--- config.mk ---
export PLATFORM = sky130hd
export DESIGN_NAME = parity_serial_tx
export DESIGN_NICKNAME = d
export VERILOG_FILES = /design/src/rtl/parity_tx_pkg.sv /design/src/rtl/parity_serial_tx_baud_tick_gen.sv /design/src/rtl/parity_serial_tx.sv
export SDC_FILE = /design/constraint.sdc
export NUM_CORES = 1
export LEC_CHECK = 0
export CORE_UTILIZATION = 58
export CTS_BUF_LIST = sky130_fd_sc_hd__clkbuf_2
export CTS_CLUSTER_DIAMETER = 30
export DETAILED_ROUTE_END_ITERATION = 16
export GPL_TIMING_DRIVEN = 0
export PLACE_DENSITY = 0.85
export REMOVE_ABC_BUFFERS = 1
export SETUP_SLACK_MARGIN = 0.02
export SLEW_MARGIN = 20
export SYNTH_ARGS = -nofsm -noshare
export SYNTH_HDL_FRONTEND = slang
export SYNTH_SLANG_ARGS = --single-unit
export TNS_END_PERCENT = 30
--- constraint.sdc ---
create_clock -name clk -period 3.1 [get_ports clk]
set_input_delay 0.775 -clock clk [delete_from_list [all_inputs] [get_ports clk]]
set_output_delay 0.775 -clock clk [all_outputs]
set_load 0.02 [all_outputs]
--- src/rtl/parity_tx_pkg.sv ---
// Shared types, frame constants and parity helper for the parity serial transmitter.
package parity_tx_pkg;

  localparam int unsigned DATA_W_DEF   = 8;
  localparam int unsigned FRAME_BITS   = DATA_W_DEF + 3;
  localparam int unsigned PARITY_MAX_W = 32;

  typedef enum logic [2:0] {
    ST_IDLE   = 3'd0,
    ST_START  = 3'd1,
    ST_DATA   = 3'd2,
    ST_PARITY = 3'd3,
    ST_STOP   = 3'd4
  } tx_state_e;

  // Zero-extension of narrower payloads leaves the reduction unchanged.
  function automatic logic calc_parity(input logic [PARITY_MAX_W-1:0] data,
                                       input logic                    odd);
    return (^data) ^ odd;
  endfunction

endpackage

--- src/rtl/parity_serial_tx_baud_tick_gen.sv ---
// Bit-period counter: counts 0..CLKS_PER_BIT-1 and flags the last cycle of each bit.
module baud_tick_gen #(
  parameter int unsigned CLKS_PER_BIT = 4,
  parameter int unsigned CNT_W        = $clog2(CLKS_PER_BIT)
) (
  input  logic             clk,
  input  logic             rst,
  input  logic             clear,
  output logic             bit_tick,
  output logic [CNT_W-1:0] count
);

  logic [CNT_W-1:0] cnt_q;
  logic [CNT_W-1:0] cnt_d;

  always_comb begin
    cnt_d = cnt_q + CNT_W'(1);
    if (clear || bit_tick) begin
      cnt_d = '0;
    end
  end

  always_ff @(posedge clk) begin
    if (rst) begin
      cnt_q <= '0;
    end else begin
      cnt_q <= cnt_d;
    end
  end

  assign bit_tick = (cnt_q == CNT_W'(CLKS_PER_BIT - 1));
  assign count    = cnt_q;

endmodule

--- src/rtl/parity_serial_tx.sv ---
// Byte-to-serial framer: start(0), LSB-first data, parity, stop(1); registered line outputs.
module parity_serial_tx
  import parity_tx_pkg::*;
#(
  parameter int unsigned CLKS_PER_BIT = 4,
  parameter int unsigned DATA_W       = 8,
  parameter int unsigned PARITY_ODD   = 0
) (
  input  logic              clk,
  input  logic              rst,
  input  logic [DATA_W-1:0] data_in,
  input  logic              data_valid,
  output logic              data_ready,
  output logic              tx,
  output logic              busy,
  output logic              tx_done
);

  localparam int unsigned CNT_W = $clog2(CLKS_PER_BIT);
  localparam int unsigned BIT_W = (DATA_W > 1) ? $clog2(DATA_W) : 1;

  tx_state_e         state_q, state_d;
  logic [DATA_W-1:0] shift_q, shift_d;
  logic              parity_q, parity_d;
  logic [BIT_W-1:0]  bit_cnt_q, bit_cnt_d;
  logic              tx_q, tx_d;
  logic              busy_q, busy_d;
  logic              tx_done_q, tx_done_d;
  logic              data_ready_q, data_ready_d;

  logic              bit_tick;
  logic [CNT_W-1:0]  baud_cnt;
  logic              baud_clear_c;
  logic              accept_c;
  logic              last_bit_c;

  assign baud_clear_c = (state_q == ST_IDLE);
  assign accept_c     = data_valid && data_ready_q;
  assign last_bit_c   = (bit_cnt_q == BIT_W'(DATA_W - 1));

  baud_tick_gen #(
    .CLKS_PER_BIT (CLKS_PER_BIT),
    .CNT_W        (CNT_W)
  ) u_baud (
    .clk      (clk),
    .rst      (rst),
    .clear    (baud_clear_c),
    .bit_tick (bit_tick),
    .count    (baud_cnt)
  );

  always_ff @(posedge clk) begin
    if (rst) begin
      state_q <= ST_IDLE;
    end else begin
      state_q <= state_d;
    end
  end

  always_comb begin
    state_d = state_q;
    case (state_q)
      ST_IDLE:   if (accept_c)                 state_d = ST_START;
      ST_START:  if (bit_tick)                 state_d = ST_DATA;
      ST_DATA:   if (bit_tick && last_bit_c)   state_d = ST_PARITY;
      ST_PARITY: if (bit_tick)                 state_d = ST_STOP;
      ST_STOP:   if (bit_tick)                 state_d = ST_IDLE;
      default:                                 state_d = ST_IDLE;
    endcase
  end

  // Datapath and line outputs are computed from the next state so they register in step with it.
  always_comb begin
    shift_d   = shift_q;
    parity_d  = parity_q;
    bit_cnt_d = bit_cnt_q;
    if (accept_c) begin
      shift_d  = data_in;
      parity_d = calc_parity(PARITY_MAX_W'(data_in), 1'(PARITY_ODD));
    end
    if (state_q == ST_IDLE) begin
      bit_cnt_d = '0;
    end else if ((state_q == ST_DATA) && bit_tick) begin
      shift_d   = shift_q >> 1;
      bit_cnt_d = last_bit_c ? '0 : bit_cnt_q + BIT_W'(1);
    end

    case (state_d)
      ST_START:  tx_d = 1'b0;
      ST_DATA:   tx_d = shift_d[0];
      ST_PARITY: tx_d = parity_d;
      default:   tx_d = 1'b1;
    endcase

    busy_d       = (state_d != ST_IDLE);
    data_ready_d = (state_d == ST_IDLE);
    // Registered pulse lands in the final cycle of the stop bit.
    tx_done_d    = (state_q == ST_STOP) && (baud_cnt == CNT_W'(CLKS_PER_BIT - 2));
  end

  always_ff @(posedge clk) begin
    if (rst) begin
      shift_q      <= '0;
      parity_q     <= 1'b0;
      bit_cnt_q    <= '0;
      tx_q         <= 1'b1;
      busy_q       <= 1'b0;
      tx_done_q    <= 1'b0;
      data_ready_q <= 1'b1;
    end else begin
      shift_q      <= shift_d;
      parity_q     <= parity_d;
      bit_cnt_q    <= bit_cnt_d;
      tx_q         <= tx_d;
      busy_q       <= busy_d;
      tx_done_q    <= tx_done_d;
      data_ready_q <= data_ready_d;
    end
  end

  assign tx         = tx_q;
  assign busy       = busy_q;
  assign tx_done    = tx_done_q;
  assign data_ready = data_ready_q;

endmodule

-- Word level (Yosys, flattened, before mapping)
Cells that the tools add are included.
- output and inout port bits: 4
- input bits: 11
- bits in registers: 21
- eq/ne operators: 10
- add/sub/neg operators: 2
- muxes and demuxes: 12
- reductions and logical operators: 11
- operators by type and width (operator ; count):
    parity 32 bit ; 1
    2-to-1 mux 8 bit ; 3
    2-to-1 mux 3 bit ; 6
    one-hot mux 3 bit (5 select lines) ; 1
    equality test 3 x 2 -> 1 bit, second input constant ; 4
    equality test 3 x 1 -> 1 bit, second input constant ; 2
    equality test 3 bit, second input constant ; 2
    zero test 3 bit ; 2
    equality test 2 bit, second input constant ; 2
    logical AND 1 bit ; 4
    OR reduction 2 bit ; 2
    adder 3 x 1 -> 3 bit, second input constant ; 1
    one-hot mux 1 bit (3 select lines) ; 1
    nonzero test 3 bit ; 1
    adder 2 x 1 -> 2 bit, second input constant ; 1
    logical OR 1 bit ; 1
    2-to-1 mux 1 bit ; 1

-- Longest topological paths before layout
Gate-level depths: netlist of the first run.
- word-level depth: 6
- depth in mapped cells: 6
- depth with buffers taken out: 6

-- Modules after synthesis
Synthesis of the first run repeated with hierarchy kept, for this count alone.
- cells, all modules: 110
- area, all modules: 1084.8 um2
- modules (own cells, without submodules) (module ; area an instance (um2) ; instances ; cells each):
    parity_serial_tx ; 1004.7 ; 1 ; 105
    baud_tick_gen ; 80.1 ; 1 ; 5

-- Worst setup path after synthesis of the first run
Ideal clock, no wire load.
- path kind: input to register
- start point: in data_valid
- end point: reg tx_q, in the netlist tx
- setup time: 0.121 ns
- cell stages on the path: 6
- arrival time: 1.643 ns
- required time: 2.979 ns
- slack: 1.336 ns
- buffers on the path: 1
- path through: buf_4 nand2_1 a211o_1 o21ai_0 a21o_1 o31ai_1
- cells in the longest elaborated chain, start to end: 5
- elaborated cells between the ends (all ways): 11
- RTL lines (element ; line ; RTL):
    start: declaration ; parity_serial_tx.sv:12 ; input logic data_valid,
    logical AND 1 bit * ; parity_serial_tx.sv:38 ; assign accept_c = data_valid && data_ready_q;
    2-to-1 mux 3 bit / 2-to-1 mux 8 bit (equally long branches) ; parity_serial_tx.sv:63, parity_serial_tx.sv:77 ;
    one-hot mux 3 bit (5 select lines) / 2-to-1 mux 8 bit (equally long branches) ; parity_serial_tx.sv:62, parity_serial_tx.sv:83 ;
    equality test 3 x 2 -> 1 bit, or another cell as far along ; parity_serial_tx.sv:88 ; case (state_d)
    one-hot mux 1 bit (3 select lines) * ; parity_serial_tx.sv:88 ;
    end signal: assignment ; parity_serial_tx.sv:114 ; tx_q <= tx_d;
    end: declaration ; parity_serial_tx.sv:26 ; logic tx_q, tx_d;
Mark *: on every way between the ends. The rest lies on a longest branch, timed or not.
A chain may end at the register's enable or synchronous reset.

-- Worst setup path in the final report of the first run
- start point: reg data_ready_q, in the netlist data_ready
- end point: out data_ready
- RTL lines (element ; line ; RTL):
    start: declaration ; parity_serial_tx.sv:29 ; logic data_ready_q, data_ready_d;
    start signal: assignment ; parity_serial_tx.sv:117 ; data_ready_q <= data_ready_d;
    end: declaration ; parity_serial_tx.sv:13 ; output logic data_ready,
No word-level cell between the ends.

==> results by group, run 1 <==
STA
  – Slew headroom: 0.641
  – Sum of negative setup slack: 0 ns
  – Slew of the pin with the lowest slew margin: 0.537 ns
  – FMAX: 426 MHz
  – Clk_skew: 0.0102 ns
  – Final Hold Vio Count: 0
  – Post-route clock period utilization: 0.758
  – Min Hold Slack: 0.476 ns
  – Final Critical Period: 2.35 ns
  – Endpoints failing setup: 0
  – Unrepaired setup endpoints after global routing: no
  – Fin. max-slew vios: 0

Setup path
  – Worst stage delay on the critical path: 0.68 ns
  – Crit path buffers/inverters: 1
  – Worst path top cell family by delay: buffers and inverters
  – Worst endpoint required time: 2.32 ns
  – Worst EP arrival: 1.57 ns
  – CP endpoint kind: output port
  – Reg2reg start: u_baud.count[0]
  – CP cell instances: clkdlybuf4s50_1
  – Crit path max fanout: 11
  – Path type of the worst setup path: reg2out
  – Critical path launch point: data_ready
  – Slowest library cell on the worst path: clkdlybuf4s50_1
  – Crit path launch type: flop

Synthesis
  – Area leader, netlist: dfxtp_1
  – Mapped Cells: 106
  – Top-area cell type share of the netlist area: 0.434
  – Seq/Total Area, Yosys: 0.434
  – Synth warnings: 0
  – Area contributors post-synth: dfxtp_1 (43%), a311oi_1 (5.4%), xnor2_1 (5.4%)
  – Avg Cell Area, Syn: 9.15 um^2
  – Post-synth cell types: 31
  – Yosys reg bits: 21
  – Synthesized cell area: 970 um^2

Placed design
  – Final HPWL DP: 1.30 mm
  – Port Buffer Count: 14
  – RePlAce Congestion: 0.786

Die
  – Initial Utilization: 0.629
  – Die Area: 0.00184 mm^2
  – I/O pin cnt: 15
  – Site Rows: 14
  – Die width: 42.9 um
  – Core box area: 0.00154 mm^2
  – Chip height: 42.9 um

Worst hold path
  – Hold Path Class: reg2reg
  – Hold path start: u_baud.count[0]

Layout
  – Diodes inserted: 0
  – Layout fillers: 123
  – Multi-input logic area: 512 um^2
  – Synthesis-to-finish area growth: 15.5%
  – Share of layout cells above drive strength 1: 0.0750
  – Register area: 420 um^2
  – Final net count: 136

GRT
  – Global route total overflow: 0
  – First-pass GRT wire length: 3.06 mm
  – Vias in the first global route: 736
  – Total GRT Usage: 0.222
  – Largest net degree at the start of global routing: 18
  – Initial antenna violation count: 0

Clock network
  – Deepest clock path buffer count: 2
  – Clk_lat worst skew: 0.32 ns
  – Post-CTS Repair Setup Buffers: 0
  – CTS sink cnt: 21
  – Post-CTS resize count: 0
  – Clock Pin Slew Worst Setup and Hold Paths: 0.19 ns
  – CTS tree: yes
  – Htree depth: 1
  – CTS buffer count: 3
  – Root Buffer: clkbuf_2
  – Hold-fix buffers at CTS: 0

Drt
  – Antenna Nets Post-Route: 0
  – Via count: 815
  – DRT Wirelength: 1.85 mm
  – Vias per inst: 5.99
  – TritonRoute pass-1 iters: 4
  – Wl on met1: 804 um
  – WL met3: 106 um
  – Iteration-0 DRC count of the detailed router: 13
  – DRC: 0
  – Top Metal Used: met4
  – Wire per inst: 13.6 um
  – Wire length on met2: 912 um

Run status
  – Status: finished, final reports clean

Power
  – P per Cell Area: 448 mW/mm^2
  – Leakage power: 0.469 nW
  – Worst VDD drop: 0.000261 V

Flow run
  – Max-cap viol count: 0
-- kinds of logic (layout without fill, tap and decap cells) --
family                   count (synthesis)  in the layout  share of synthesized area
buffers and inverters                    6             20                     0.0387
multiplexers                             1              1                     0.0103
XOR/XNOR                                 8              8                     0.0723
flip-flops                              21             21                      0.434
adder cells (fa/ha/maj)                  4              4                     0.0516
AO/OA/AOI/OAI                           18             18                      0.134
AND/OR/NAND/NOR                         48             48                      0.259
-- power breakdown --
part	internal, mW	leakage (nW)	switching, mW
Clock	0.0342	0.0166	0.0809
Sequential	0.286	0.172	0.0117
Combinational	0.0464	0.281	0.0420
Total	0.367	0.469	0.135
-- cell type report --
cell class | count | share of cell area
multi-input combinational | 79 | 0.457
sequential | 21 | 0.375
clock buffer | 4 | 0.0179
timing repair buffer | 14 | 0.125
tap | 16 | 0.0179
inverter | 2 | 0.00670
-- registers in the layout, indices dropped and copies added (netlist names) --
register and cells:
u_baud.count 2, tx 1, state_q 3, shift_q 8
busy 1, bit_cnt_q 3, parity_q 1, tx_done 1
data_ready 1
-- routing by layer --
metal  track usage  up-vias
met5             0        -
met3        0.0766        4
met4        0.0938        0
met2         0.370       19
met1         0.257      389
li1              -      403
-- metrics by stage --
stage | instance area (um^2) | utilization | total power [mW] | worst slack (ns) | cells
after floorplan | 940 | - | 0.354 | 1.47 | 102
after global placement | 1100 | 0.713 | 0.390 | 0.559 | 132
after detailed placement | 1100 | 0.713 | 0.392 | 0.551 | 132
after CTS | 1120 | 0.726 | 0.507 | 0.731 | 136
after global routing | 1120 | 0.726 | 0.523 | 0.661 | 136
final | 1120 | 0.726 | 0.502 | 0.751 | 136
-- synth_stat cells --
cell type  number
inv_1           2
nor2b_1         1
nand2_1        13
and2b_1         2
nand2b_1        1
o31ai_1         1
a311oi_1        6
a31oi_1         1
a21o_1          1
o21ai_0         1
a21oi_1         6
buf_4           2
and4bb_4        1
nand3_1         7
nor3_1          7
or2_2           1
clkbuf_1        1
and3_1          1
xor2_1          2
nor2_1         10
nand2_4         1
mux2i_1         1
xnor2_1         6
ha_1            4
a211oi_2        1
buf_6           1
nor3_2          1
a211o_1         1
nand3b_1        1
and4b_1         1
dfxtp_1        21
-- cells in the final DEF (no fill, tap or decap), types with 2 or more instances in the layout --
cell type,n
a311oi_1,6
nand2_1,13
clkbuf_2,4
inv_1,2
nor2_1,10
a21oi_1,6
xnor2_1,6
and2b_1,2
nor3_1,7
dfxtp_1,21
xor2_1,2
ha_1,4
clkdlybuf4s50_1,14
nand3_1,7
-- worst paths after layout --
kind | endpoint | cells past startpoint | slack (ns)
max | data_ready | 1 | 0.75
min | u_baud.count[0] | 1 | 0.48
max reg2reg | tx | 6 | 1.39
min reg2reg | u_baud.count[0] | 1 | 0.48
Note: power is estimated with default switching activity, not from simulation.
==> run 2: changes to the inputs <==
--- a/config.mk
+++ b/config.mk
@@ -5,12 +5,12 @@
 export SDC_FILE = /design/constraint.sdc
 export NUM_CORES = 1
 export LEC_CHECK = 0
-export CORE_UTILIZATION = 58
+export CORE_UTILIZATION = 49
 export CTS_BUF_LIST = sky130_fd_sc_hd__clkbuf_2
 export CTS_CLUSTER_DIAMETER = 30
 export DETAILED_ROUTE_END_ITERATION = 16
 export GPL_TIMING_DRIVEN = 0
-export PLACE_DENSITY = 0.85
+export PLACE_DENSITY = 0.77
 export REMOVE_ABC_BUFFERS = 1
 export SETUP_SLACK_MARGIN = 0.02
 export SLEW_MARGIN = 20
==> constraint.sdc (replaced) <==
create_clock -name clk -period 1.9 [get_ports clk]
set_input_delay 0.475 -clock clk [delete_from_list [all_inputs] [get_ports clk]]
set_output_delay 0.475 -clock clk [all_outputs]
set_load 0.02 [all_outputs]
==> results by group, run 2 (same netlist as run 1, synthesis figures left out) <==
STA
  – Final Hold Vio Count: 0 (unchanged)
  – Final Critical Period: 1.82 ns
  – Slew of the pin with the lowest slew margin: 0.522 ns (was 0.537 ns)
  – FMAX: 549 MHz
  – Post-route clock period utilization: 0.959
  – Fin. max-slew vios: 0 (unchanged)
  – Worst setup margin: 0.0771 ns (was 0.751 ns)
  – Slew headroom: 0.651 (was 0.641)
  – Endpoints failing setup: 0 (unchanged)
  – Clk_skew: 0.00614 ns (was 0.0102 ns)
  – Unrepaired setup endpoints after global routing: no (unchanged)

Layout
  – Post-route cell area: 0.00114 mm^2 (was 0.00112 mm^2)
  – Biggest regs: shift_q x8, bit_cnt_q x3, state_q x3 (unchanged)
  – Share of layout cells above drive strength 1: 0.0917 (was 0.0750)
  – Reg with most FFs: shift_q (unchanged)
  – Final net count: 136 (unchanged)
  – Final non-filler cell total: 145 (was 136)
  – Commonest non-fill, non-tap cells in the layout: dfxtp_1 (20), clkdlybuf4s50_1 (13), nand2_1 (12) (was dfxtp_1 (21), clkdlybuf4s50_1 (14), nand2_1 (13))
  – Most common cell after layout, fill and taps aside: dfxtp_1 (unchanged)
  – Final design utilization: 0.639 (was 0.726)
  – Layout fillers: 159 (was 123)
  – Synthesis-to-finish area growth: 17.5% (was 15.5%)
  – Diodes inserted: 0 (unchanged)
  – Number of flip-flops under the largest register name: 8 (unchanged)

Die
  – Core box area: 0.00178 mm^2 (was 0.00154 mm^2)
  – I/O pin cnt: 15 (unchanged)
  – Die width: 46.5 um (was 42.9 um)
  – Site Rows: 15 (was 14)
  – Die Area: 0.00216 mm^2 (was 0.00184 mm^2)
  – Chip height: 46.5 um (was 42.9 um)
  – Initial Utilization: 0.544 (was 0.629)

Drt
  – Wire per inst: 11.7 um (was 13.6 um)
  – DRC: 0 (unchanged)
  – Vias per inst: 5.40 (was 5.99)
  – TritonRoute pass-1 iters: 4 (unchanged)
  – Iteration-0 DRC count of the detailed router: 4 (was 13)
  – DRT Wirelength: 1.70 mm (was 1.85 mm)
  – Antenna Nets Post-Route: 0 (unchanged)
  – Via count: 783 (was 815)

GRT
  – Initial antenna violation count: 0 (unchanged)
  – Global route total overflow: 0 (unchanged)
  – First-pass GRT wire length: 2.88 mm (was 3.06 mm)
  – Vias in the first global route: 697 (was 736)
  – GR Layer Usage met2: 0.303 (was 0.370)
  – Met3 Use GR: 0.0353 (was 0.0766)
  – Total GRT Usage: 0.185 (was 0.222)
  – GRT Max-Usage Layer: met2 (unchanged)
  – Met1 usage: 0.237 (was 0.257)
  – Largest net degree at the start of global routing: 18 (unchanged)

Clock network
  – Clk_lat worst skew: 0.30 ns (was 0.32 ns)
  – Htree depth: 1 (unchanged)
  – Root Buffer: clkbuf_2 (unchanged)
  – Hold-fix buffers at CTS: 0 (unchanged)
  – CTS tree: yes (unchanged)
  – Deepest clock path buffer count: 2 (unchanged)
  – Post-CTS Repair Setup Buffers: 0 (unchanged)
  – Clock Pin Slew Worst Setup and Hold Paths: 0.19 ns (about the same)
  – CTS buffer count: 3 (unchanged)
  – CTS sink cnt: 21 (unchanged)

Placed design
  – Post-place setup slack: -0.361 ns (was 0.551 ns)
  – Port Buffer Count: 14 (unchanged)
  – Placed cells: 141 (was 132)
  – RePlAce Congestion: 0.794 (was 0.786)
  – Area after DPL: 0.00111 mm^2 (was 0.00110 mm^2)
  – Final HPWL DP: 1.26 mm (was 1.30 mm)

Flow run
  – Max-cap viol count: 0 (unchanged)

Setup path
  – FF-to-FF End: tx (unchanged)
  – R2R setup slack: 0.25 ns (was 1.39 ns)
  – Worst EP arrival: 2.04 ns (was 1.57 ns)
  – FF-to-FF path depth: 6 (unchanged)
  – CP endpoint kind: flop (was output port)
  – Crit path max fanout: 10 (was 11)
  – Worst setup endpoint: tx (was data_ready)
  – Critical path launch point: data_valid (was data_ready)
  – Path type of the worst setup path: in2reg (was reg2out)
  – Reg2reg start: u_baud.count[0] (unchanged)
  – Crit path launch type: primary input (was flop)
  – Worst endpoint required time: 2.12 ns (was 2.32 ns)

Power
  – Worst VDD drop: 0.000407 V (was 0.000261 V)
  – Leakage power: 0.473 nW (was 0.469 nW)
  – Total power: 805 uW (was 502 uW)
  – P per Cell Area: 706 mW/mm^2 (was 448 mW/mm^2)

Worst hold path
  – Hold Path Class: reg2reg (unchanged)

Run status
  – Status: finished, final reports clean (unchanged)
-- run 2: cell types whose count changed in the layout (fill, tap and decap cells not counted), sizes merged --
| cell | delta |
|---|---|
| dlymetal6s2s | +1 |
| clkinv | +1 |
| clkdlybuf4s50 | -1 |
| clkbuf | -1 |
-- run 2: report_power, final --
group	switching (mW)	leakage (nW)	total [mW]	internal [mW]
combinational	0.0660	0.285	0.142	0.0758
clock	0.127	0.0164	0.175	0.0477
sequential	0.0203	0.172	0.488	0.468
-- run 2: per-stage QoR --
stage | setup TNS (ns) | hold WS, ns
floorplan | 0 | 0.425
global placement | -0.528 | 0.437
detailed placement | -0.616 | 0.456
CTS | 0 | 0.478
global route | 0 | 0.502
finish | 0 | 0.474
-- run 2: cell type report --
class	count	area, um^2	area share
multi-input combinational	79	514	0.451
sequential	21	424	0.372
timing repair buffer	14	143	0.125
tap	25	31.3	0.0274
clock buffer	3	15.0	0.0132
inverter	2	7.51	0.00659
clock inverter	1	5.00	0.00439
-- run 2: how the worst min path moves through the flow --
stage / endpoint / slack, ns / cells past startpoint / from
floorplan: u_baud.count[0] / 0.43 / 1 / u_baud.count[0]
detailed placement: bit_cnt_q[2] / 0.46 / 2 / bit_cnt_q[2]
CTS: bit_cnt_q[2] / 0.48 / 2 / bit_cnt_q[2]
global placement: u_baud.count[0] / 0.44 / 1 / u_baud.count[0]
finish: u_baud.count[0] / 0.47 / 1 / u_baud.count[0]
global route: u_baud.count[0] / 0.50 / 1 / u_baud.count[0]
-- run 2: routing by layer --
| metal | wire (um) | share of wire | vias to the layer above |
|---|---|---|---|
| met5 | 0 | 0 | - |
| met4 | 13 | 0.0077 | 0 |
| met3 | 60 | 0.035 | 2 |
| met2 | 852 | 0.50 | 15 |
| met1 | 773 | 0.45 | 361 |
| li1 | - | - | 405 |
-- run 2: repair_timing --
item / 4_1_cts / 5_1_grt
gates resized for setup: 2 / 2
endpoints found under the setup margin: 2 / 2
hold endpoints to repair: 0 / 0
-- run 2: critical path: stages --
cell and delay [ns]:
clkdlybuf4s50_1 0.71, nand2_2 0.21, a211o_1 0.32, o21ai_0 0.11
a21o_1 0.15, o31ai_1 0.06
==> run 3: changes to the inputs <==
--- a/config.mk
+++ b/config.mk
@@ -5,12 +5,12 @@
 export SDC_FILE = /design/constraint.sdc
 export NUM_CORES = 1
 export LEC_CHECK = 0
-export CORE_UTILIZATION = 49
+export CORE_UTILIZATION = 58
 export CTS_BUF_LIST = sky130_fd_sc_hd__clkbuf_2
 export CTS_CLUSTER_DIAMETER = 30
 export DETAILED_ROUTE_END_ITERATION = 16
 export GPL_TIMING_DRIVEN = 0
-export PLACE_DENSITY = 0.77
+export PLACE_DENSITY = 0.85
 export REMOVE_ABC_BUFFERS = 1
 export SETUP_SLACK_MARGIN = 0.02
 export SLEW_MARGIN = 20
==> constraint.sdc (replaced) <==
create_clock -name clk -period 2.33 [get_ports clk]
set_input_delay 0.5825 -clock clk [delete_from_list [all_inputs] [get_ports clk]]
set_output_delay 0.5825 -clock clk [all_outputs]
set_load 0.02 [all_outputs]
==> results of run 3 <==
Same layout as run 1 (identical final DEF). Status: finished, final reports clean.
Among the figures that moved: setup slack after placement 0.551 ns -> -0.0267 ns; setup slack after layout 0.751 ns -> 0.174 ns; register-to-register setup slack 1.39 ns -> 0.62 ns; total power 0.502 mW -> 0.667 mW; worst IR drop on VDD 0.000261 V -> 0.000347 V
